**config.mk**
```make
export PLATFORM = sky130hd
export DESIGN_NAME = sa_input_feeder
export DESIGN_NICKNAME = d
export VERILOG_FILES = /design/src/rtl/sa_pkg.sv /design/src/rtl/skew_delay_line.sv /design/src/rtl/sa_input_feeder.sv
export SDC_FILE = /design/constraint.sdc
export NUM_CORES = 2
export LEC_CHECK = 0
export ABC_AREA = 1
export BUFFER_PORTS_ARGS = -buffer_cell sky130_fd_sc_hd__buf_4
export CAP_MARGIN = 20
export CORE_UTILIZATION = 45
export CTS_BUF_LIST = sky130_fd_sc_hd__clkbuf_2
export CTS_CLUSTER_DIAMETER = 150
export DETAILED_ROUTE_END_ITERATION = 8
export MAX_ROUTING_LAYER = met4
export PLACE_DENSITY = 0.73
export SLEW_MARGIN = 30
export SYNTH_ARGS = -nofsm -noshare
export SYNTH_HDL_FRONTEND = slang
export SYNTH_SLANG_ARGS = --single-unit
```
**constraint.sdc**
```tcl
create_clock -name clk -period 2.5 [get_ports clk]
set_input_delay 0.25 -clock clk [delete_from_list [all_inputs] [get_ports clk]]
set_output_delay 0.25 -clock clk [all_outputs]
set_load 0.03 [all_outputs]
```
**src/rtl/sa_pkg.sv**
```systemverilog
// sa_pkg: types and defaults shared by the systolic-array input feeder and output data mover.
package sa_pkg;
  localparam int SA_PE_SIZE = 16;
  localparam int SA_FIFO_DATA_WIDTH = 8;
  typedef enum logic [1:0] {IDLE, READ, DRAIN} sa_state_t;
  function automatic int lane_msb(int lane, int lane_w, int word_w);
    return word_w - 1 - lane * lane_w;
  endfunction
endpackage

```
**src/rtl/skew_delay_line.sv**
```systemverilog
// skew_delay_line: enable-gated shift of one lane's data and valid by DEPTH cycles.
module skew_delay_line #(
  parameter int DEPTH = 1,
  parameter int WIDTH = 8
) (
  input  logic             clk,
  input  logic             rst_n,
  input  logic             i_en,
  input  logic [WIDTH-1:0] i_data,
  input  logic             i_valid,
  output logic [WIDTH-1:0] o_data,
  output logic             o_valid
);
  if (DEPTH == 0) begin : g_pass
    logic w_unused;
    assign w_unused = &{1'b0, clk, rst_n, i_en};
    assign o_data = i_data;
    assign o_valid = i_valid;
  end else begin : g_pipe
    logic [WIDTH-1:0] r_data [DEPTH];
    logic [DEPTH-1:0] r_vld;
    always_ff @(posedge clk or negedge rst_n) begin
      if (!rst_n) begin
        for (int j = 0; j < DEPTH; j++) r_data[j] <= '0;
        r_vld <= '0;
      end else if (i_en) begin
        r_data[0] <= i_data;
        r_vld[0] <= i_valid;
        for (int j = 1; j < DEPTH; j++) begin
          r_data[j] <= r_data[j-1];
          r_vld[j] <= r_vld[j-1];
        end
      end
    end
    assign o_data = r_data[DEPTH-1];
    assign o_valid = r_vld[DEPTH-1];
  end
endmodule

```
**src/rtl/sa_input_feeder.sv**
```systemverilog
// sa_input_feeder: reads a tile of BRAM words and feeds per-lane FIFOs with a diagonal skew.
module sa_input_feeder
  import sa_pkg::*;
#(
  parameter int FIFO_DATA_WIDTH = SA_FIFO_DATA_WIDTH,
  parameter int PE_SIZE         = SA_PE_SIZE,
  parameter int MEM_ADDR_WIDTH  = 7,
  parameter int MEM_DATA_WIDTH  = PE_SIZE * FIFO_DATA_WIDTH,
  parameter int NUM_ROWS        = 16
) (
  input  logic                                clk,
  input  logic                                rst_n,
  input  logic                                start_i,
  input  logic [MEM_ADDR_WIDTH-1:0]           base_addr_i,
  output logic                                mem_ce_o,
  output logic [MEM_ADDR_WIDTH-1:0]           mem_addr_o,
  input  logic [MEM_DATA_WIDTH-1:0]           mem_q_i,
  input  logic [PE_SIZE-1:0]                  full_i,
  output logic [PE_SIZE-1:0]                  wen_o,
  output logic [FIFO_DATA_WIDTH*PE_SIZE-1:0]  wdata_o,
  output logic                                busy_o,
  output logic                                done_o
);
  localparam int CW = $clog2(NUM_ROWS + 1);
  sa_state_t r_state, w_next;
  logic [MEM_ADDR_WIDTH-1:0] r_addr;
  logic [CW-1:0] r_rcnt, r_wcnt;
  logic r_vld;
  logic w_stall, w_start;
  logic [PE_SIZE-1:0] w_lane_vld;
  logic [FIFO_DATA_WIDTH-1:0] w_lane_data [PE_SIZE];
  assign w_stall = |full_i;
  assign w_start = r_state == IDLE && start_i;
  assign mem_ce_o = r_state == READ && !w_stall;
  assign mem_addr_o = r_addr;
  assign busy_o = r_state != IDLE;
  assign wen_o = w_stall ? '0 : w_lane_vld;
  // the last lane is the slowest, so its final write closes the tile
  assign done_o = r_state == DRAIN && wen_o[PE_SIZE-1] && r_wcnt == CW'(NUM_ROWS - 1);
  always_ff @(posedge clk or negedge rst_n) begin
    if (!rst_n) r_state <= IDLE;
    else r_state <= w_next;
  end
  always_comb begin
    w_next = r_state;
    unique case (r_state)
      IDLE:    w_next = start_i ? READ : IDLE;
      READ:    w_next = (mem_ce_o && r_rcnt == CW'(NUM_ROWS - 1)) ? DRAIN : READ;
      DRAIN:   w_next = done_o ? IDLE : DRAIN;
      default: w_next = IDLE;
    endcase
  end
  always_ff @(posedge clk or negedge rst_n) begin
    if (!rst_n) begin
      r_addr <= '0;
      r_rcnt <= '0;
      r_wcnt <= '0;
      r_vld <= 1'b0;
    end else begin
      if (w_start) begin
        r_addr <= base_addr_i;
        r_rcnt <= '0;
        r_wcnt <= '0;
      end else begin
        if (mem_ce_o) begin
          r_addr <= r_addr + MEM_ADDR_WIDTH'(1);
          r_rcnt <= r_rcnt + CW'(1);
        end
        if (wen_o[PE_SIZE-1]) r_wcnt <= r_wcnt + CW'(1);
      end
      if (!w_stall) r_vld <= mem_ce_o;
    end
  end
  for (genvar i = 0; i < PE_SIZE; i++) begin : g_lane
    localparam int HI = lane_msb(i, FIFO_DATA_WIDTH, MEM_DATA_WIDTH);
    skew_delay_line #(.DEPTH(i), .WIDTH(FIFO_DATA_WIDTH)) u_dly (
      .clk     (clk),
      .rst_n   (rst_n),
      .i_en    (!w_stall),
      .i_data  (mem_q_i[HI -: FIFO_DATA_WIDTH]),
      .i_valid (r_vld),
      .o_data  (w_lane_data[i]),
      .o_valid (w_lane_vld[i])
    );
    assign wdata_o[HI -: FIFO_DATA_WIDTH] = w_lane_vld[i] ? w_lane_data[i] : '0;
  end
endmodule

```
# After elaboration in Yosys (flattened, before gate mapping)
# Index checks and enable logic that the tools add are counted.
# word_totals
out_inout_bits,154
elab_cells,185
register_bits,1100
input_bits,154
# op_classes
n_reduce_logical,11
addsub,3
n_mux,27
eq_ne,4
# op_table
op,count
8-bit two-way mux,16
5-bit two-way mux,4
16-bit two-way mux,1
16-bit OR reduction,1
7-bit two-way mux,2
5-bit by 1-bit adder with 5-bit output (second input constant),2
5-bit by 4-bit == test with 1-bit output (second input constant),2
7-bit by 1-bit adder with 7-bit output (second input constant),1
2-bit case mux with 3 select lines,1
2-bit nonzero test,3
1-bit logical AND,5
2-bit two-way mux,2
2-bit by 1-bit == test with 1-bit output (second input constant),1
2-bit == test (second input constant),1
2-bit zero test,1
1-bit zero test,1
1-bit two-way mux,1

# Logic depth before layout (Yosys ltp)
# logic_depth
ltp_word,6
mapped_depth,10
ltp_nobuf,8

# Hierarchy
# Synthesis repeated with hierarchy kept, for this count alone.
# hier_totals
hier_cells,5166
hier_area_um2,44472.7
# modules_own_cells
mod,instances,cells_per_inst,area_each_um2,seq_area_each_um2
skew_delay_line at g_lane[15].u_dly,1,578,5156.2,3378.2
skew_delay_line at g_lane[14].u_dly,1,540,4815.9,3153.0
skew_delay_line at g_lane[13].u_dly,1,502,4473.0,2927.8
skew_delay_line at g_lane[12].u_dly,1,464,4130.2,2702.6
skew_delay_line at g_lane[11].u_dly,1,426,3783.6,2477.4
skew_delay_line at g_lane[10].u_dly,1,388,3452.1,2252.2
skew_delay_line at g_lane[9].u_dly,1,350,3148.0,2026.9
skew_delay_line at g_lane[8].u_dly,1,312,2830.2,1801.7
sa_input_feeder,1,485,2487.4,500.5
skew_delay_line at g_lane[7].u_dly,1,274,2478.6,1576.5
skew_delay_line at g_lane[6].u_dly,1,236,2133.3,1351.3
skew_delay_line at g_lane[5].u_dly,1,198,1788.0,1126.1
skew_delay_line at g_lane[4].u_dly,1,160,1478.9,900.9
skew_delay_line at g_lane[3].u_dly,1,122,1137.3,675.6
3 more rows,--,--,--,--

# Worst setup path after synthesis
# No wires, ideal clock.
# synth_path
kind,register -> output
startpoint,register r_wcnt[0]
endpoint,output done_o
setup_slack_ns,0.692
arrival_time_ns,1.558
stages_incl_launch_ff,6
required_ns,2.250
n_path_buf,0
cell_sequence,dfrtp_1 > ha_1 > and3_1 > ha_1 > inv_1 > nor3_1
# synth_between
elab_chain_len,2
# synth_lines
item,line_no,source
start: declaration,sa_input_feeder.sv:27,"logic [CW-1:0] r_rcnt, r_wcnt;"
start signal: assignment,sa_input_feeder.sv:69,if (wen_o[PE_SIZE-1]) r_wcnt <= r_wcnt + CW'(1);
5-bit by 4-bit == test with 1-bit output,sa_input_feeder.sv:39,assign done_o = r_state == DRAIN && wen_o[PE_SIZE-1] && r_wcnt == CW'(NUM_ROWS - 1);
1-bit logical AND,sa_input_feeder.sv:39,
end: declaration,sa_input_feeder.sv:22,output logic done_o
# Every way passes these cells.

# Worst setup path in the final report
# Ends and elaborated chain as after synthesis.

==> key figures <==
Outcome
  • Status: complete, but fails checks
  • Failing checks: negative setup slack

Die
  • Core box area: 85100 um^2
  • Die footprint: 87100 um^2
  • Die Span Y: 295 um
  • Die Width: around 300 um
  • Io pins: 308
  • Row count: 107
  • Starting Density: between 40 and 50%

Synth
  • Top cell type's share of synthesized area: between 60 and 70%
  • Synth area leader: dfrtp_1
  • Cell Area, Synth: slightly below 40000 um^2
  • Syn avg cell area: 8.63 um^2
  • Synth Instances: between 4000 and 5000
  • #FFs+latches synth: about 1000
  • Synth warn: 0
  • Largest cells by area after synthesis: dfrtp_1 (64%), nand2_1 (27%), inv_1 (2.2%)
  • Post-synth net total: 4644
  • Seq/Total Area, Yosys: 64.4%
  • Synth cell types: 23

Timing
  • Worst-Margin Slew: approximately 940 ps
  • Fin crit share: 110%
  • Relative slew margins: 37.3%
  • PnR worst setup slack: -244 ps
  • Number of setup violations in the final report: 65
  • Pins Over Slew Limit: 0
  • Fin. Hold Viols: 0
  • Setup total negative slack: -4260 ps
  • Clk_skew: 153 ps
  • Shortest period the worst path allows: 2740 ps
  • RSZ-0062 raised after global routing: true
  • Peak Freq: 364 MHz
  • Worst Hold Slack: 262 ps

Routing
  • DRT iter0 DRCs: 2361
  • Via Count: 32700
  • Wire length per cell: around 15 um
  • Via-to-Cell Ratio: 4.83
  • Drt total wl: just over 100000 um
  • Post-route ant nets: 0
  • 1st-pass router iterations: 5
  • DRC viols: 0

Global route
  • Antenna violations before repair: 8
  • Global routing usage on met3: 6.47%
  • Most Crowded Layer GR: met2
  • First-pass GRT wire length: 159000 um
  • GR met1 Demand/Resource: between 20 and 30%
  • Largest net degree at the start of global routing: around 200
  • Met2 Track Usage GR: between 30% and 40%
  • Number of global-route vias before repair: 32700
  • Overflow after GRT: 0
  • GRT Total Usage: 23.1%

Setup path
  • Worst Path Arrival: ~2500 ps
  • Setup crit start kind: flip-flop
  • Reg2reg start: r_state[0]
  • Reg2Reg Setup Slack: -30 ps
  • Type of the worst setup path: flip-flop to output pin
  • CP endpoint kind: output pin
  • Critical path fanouts, max: 2
  • FF-to-FF End: mem_addr_o[4]
  • Critical path data required time: 2250 ps
  • R2R cell count: 11

Clock network
  • Clock Pin Slew Worst Setup and Hold Paths: 210 ps
  • TritonCTS clock tree: done
  • Clock buffer depth: 4
  • Inserted Clock Buffers: 275
  • Clock Sinks: between 900 and 1000
  • H-tree depth: 5
  • Clk_lat worst skew: 1440 ps
  • CTS Root Cell: clkbuf_2

Cells and area
  • Nets: 5628
  • Design Area, Final: 51900 um^2
  • Finished Layout Cells: 6760
  • Syn-to-layout area delta: 34.2%
  • Share of layout cells above drive strength 1: 21.0%
  • Final core occ: between 60% and 70%

Min path
  • Hold path endpoint: g_lane[2].u_dly.o_data[3]
  • Hold Crit Class: input port to flip-flop
  • Hold path depth: 9
  • Hold path start: full_i[0]

Placed design
  • Final RePlAce weighted congestion: 0.793
  • PortBufs: 307
  • Pre-CTS setup slack: 483 ps
  • Dpl hpwl: just under 50000 um
  • Dpl cell area: 42300 um^2
  • Dpl cells: around 5800

Pwr
  • Power density over the cells: around 530 nW/um^2
  • Pleak: 29.1 nW
  • Overall Power: 27.7 mW
  • VDD IR max: 0.312 mV

Job
  • Max Cap Violations: 0
## cell usage after synthesis
cell	n
or2_2	1
xor2_1	3
ha_1	5
nand2_2	1
nor3_1	1
dfrtp_1	995
nand4_1	1
buf_6	2
inv_2	1
o21ai_0	152
clkbuf_1	73
clkinv_1	1
nor2_2	2
a21oi_1	1
xnor2_1	2
o21bai_1	16
nand3_1	33
inv_1	229
buf_4	36
nand2_1	2776
nor2_1	28
and3_1	1
buf_2	125
## cell type report
class	count	area (um^2)
tap	1144	1430
sequential	995	24900
multi-input combinational	3023	12900
inverter	231	948
fill	6815	33200
antenna	11	27.5
timing repair buffer	943	9660
clock inverter	46	209
clock buffer	367	1840
## critical path, stage by stage (launching register included)
cell and delay, ps:
dfrtp_1 370, ha_2 190, and3_4 200, ha_4 120
inv_2 40, nor3_2 90, buf_4 190
## sequential cells by signal, indices dropped and copies added, names as in the netlist
name / flops
r_state: 2
g_lane.u_dly.o_data: 120
g_lane.u_dly.g_pipe.r_data: 840
g_lane.u_dly.g_pipe.r_vld: 15
r_rcnt: 5
r_vld: 1
mem_addr_o: 7
r_wcnt: 5
## layer usage
metal	vias up	share of wire [%]
met2	1169	48
met4	0	3.8
li1	15500	-
met5	-	0
met3	359	7.3
met1	15700	41
## worst max path at each step
stage                     startpoint                                  to  cells past startpoint
after floorplan            r_wcnt[0]                              done_o                      5
after global placement     full_i[1]  g_lane[14].u_dly.g_pipe.r_data[76]                      9
after detailed placement   full_i[1]  g_lane[14].u_dly.g_pipe.r_data[76]                      9
after CTS                  r_wcnt[1]                              done_o                      6
after global routing       r_wcnt[1]                              done_o                      6
final                      r_wcnt[0]                              done_o                      6
## what timing repair did
item | CTS | global route
setup buffers | 51 | 27
pin swaps | 19 | 14
setup endpoints to repair | 149 | 165
gates cloned | 1 | 3
resized for setup | 547 | 135
endpoints found under the hold margin | 1957 | 0
hold buffers | 473 | 0
## power by group
part | total (mW) | switching [mW] | internal (mW)
clock | 10.6 | 6.56 | 3.99
combinational | 1.03 | 0.508 | 0.521
sequential | 16.1 | 0.00263 | 16.1
total | 27.7 | 7.07 | 20.6
## cells by family (layout without fill, tap and decap cells)
family | after synthesis | in the layout | synth area share, %
and+or+nand+nor | 2844 | 2844 | 27.7
DFF | 995 | 995 | 64.4
buffers and inverters | 467 | 1587 | 5.32
AOI/OAI and AO/OA | 169 | 169 | 2.29
adders and majority gates | 5 | 5 | 0.162
xor gates and xnor gates | 5 | 5 | 0.113
other | 0 | 11 | 0
## cell usage in the layout (no fill, tap or decap), types with 81 or more instances in the layout
cell and count:
nand2_4 109, dlygate4sd3_1 469, buf_4 248, inv_1 81
buf_6 162, nand2_1 2647, dfrtp_1 977, clkbuf_2 367
inv_2 130, o21ai_0 152
Power figures use the tool's default switching activity.
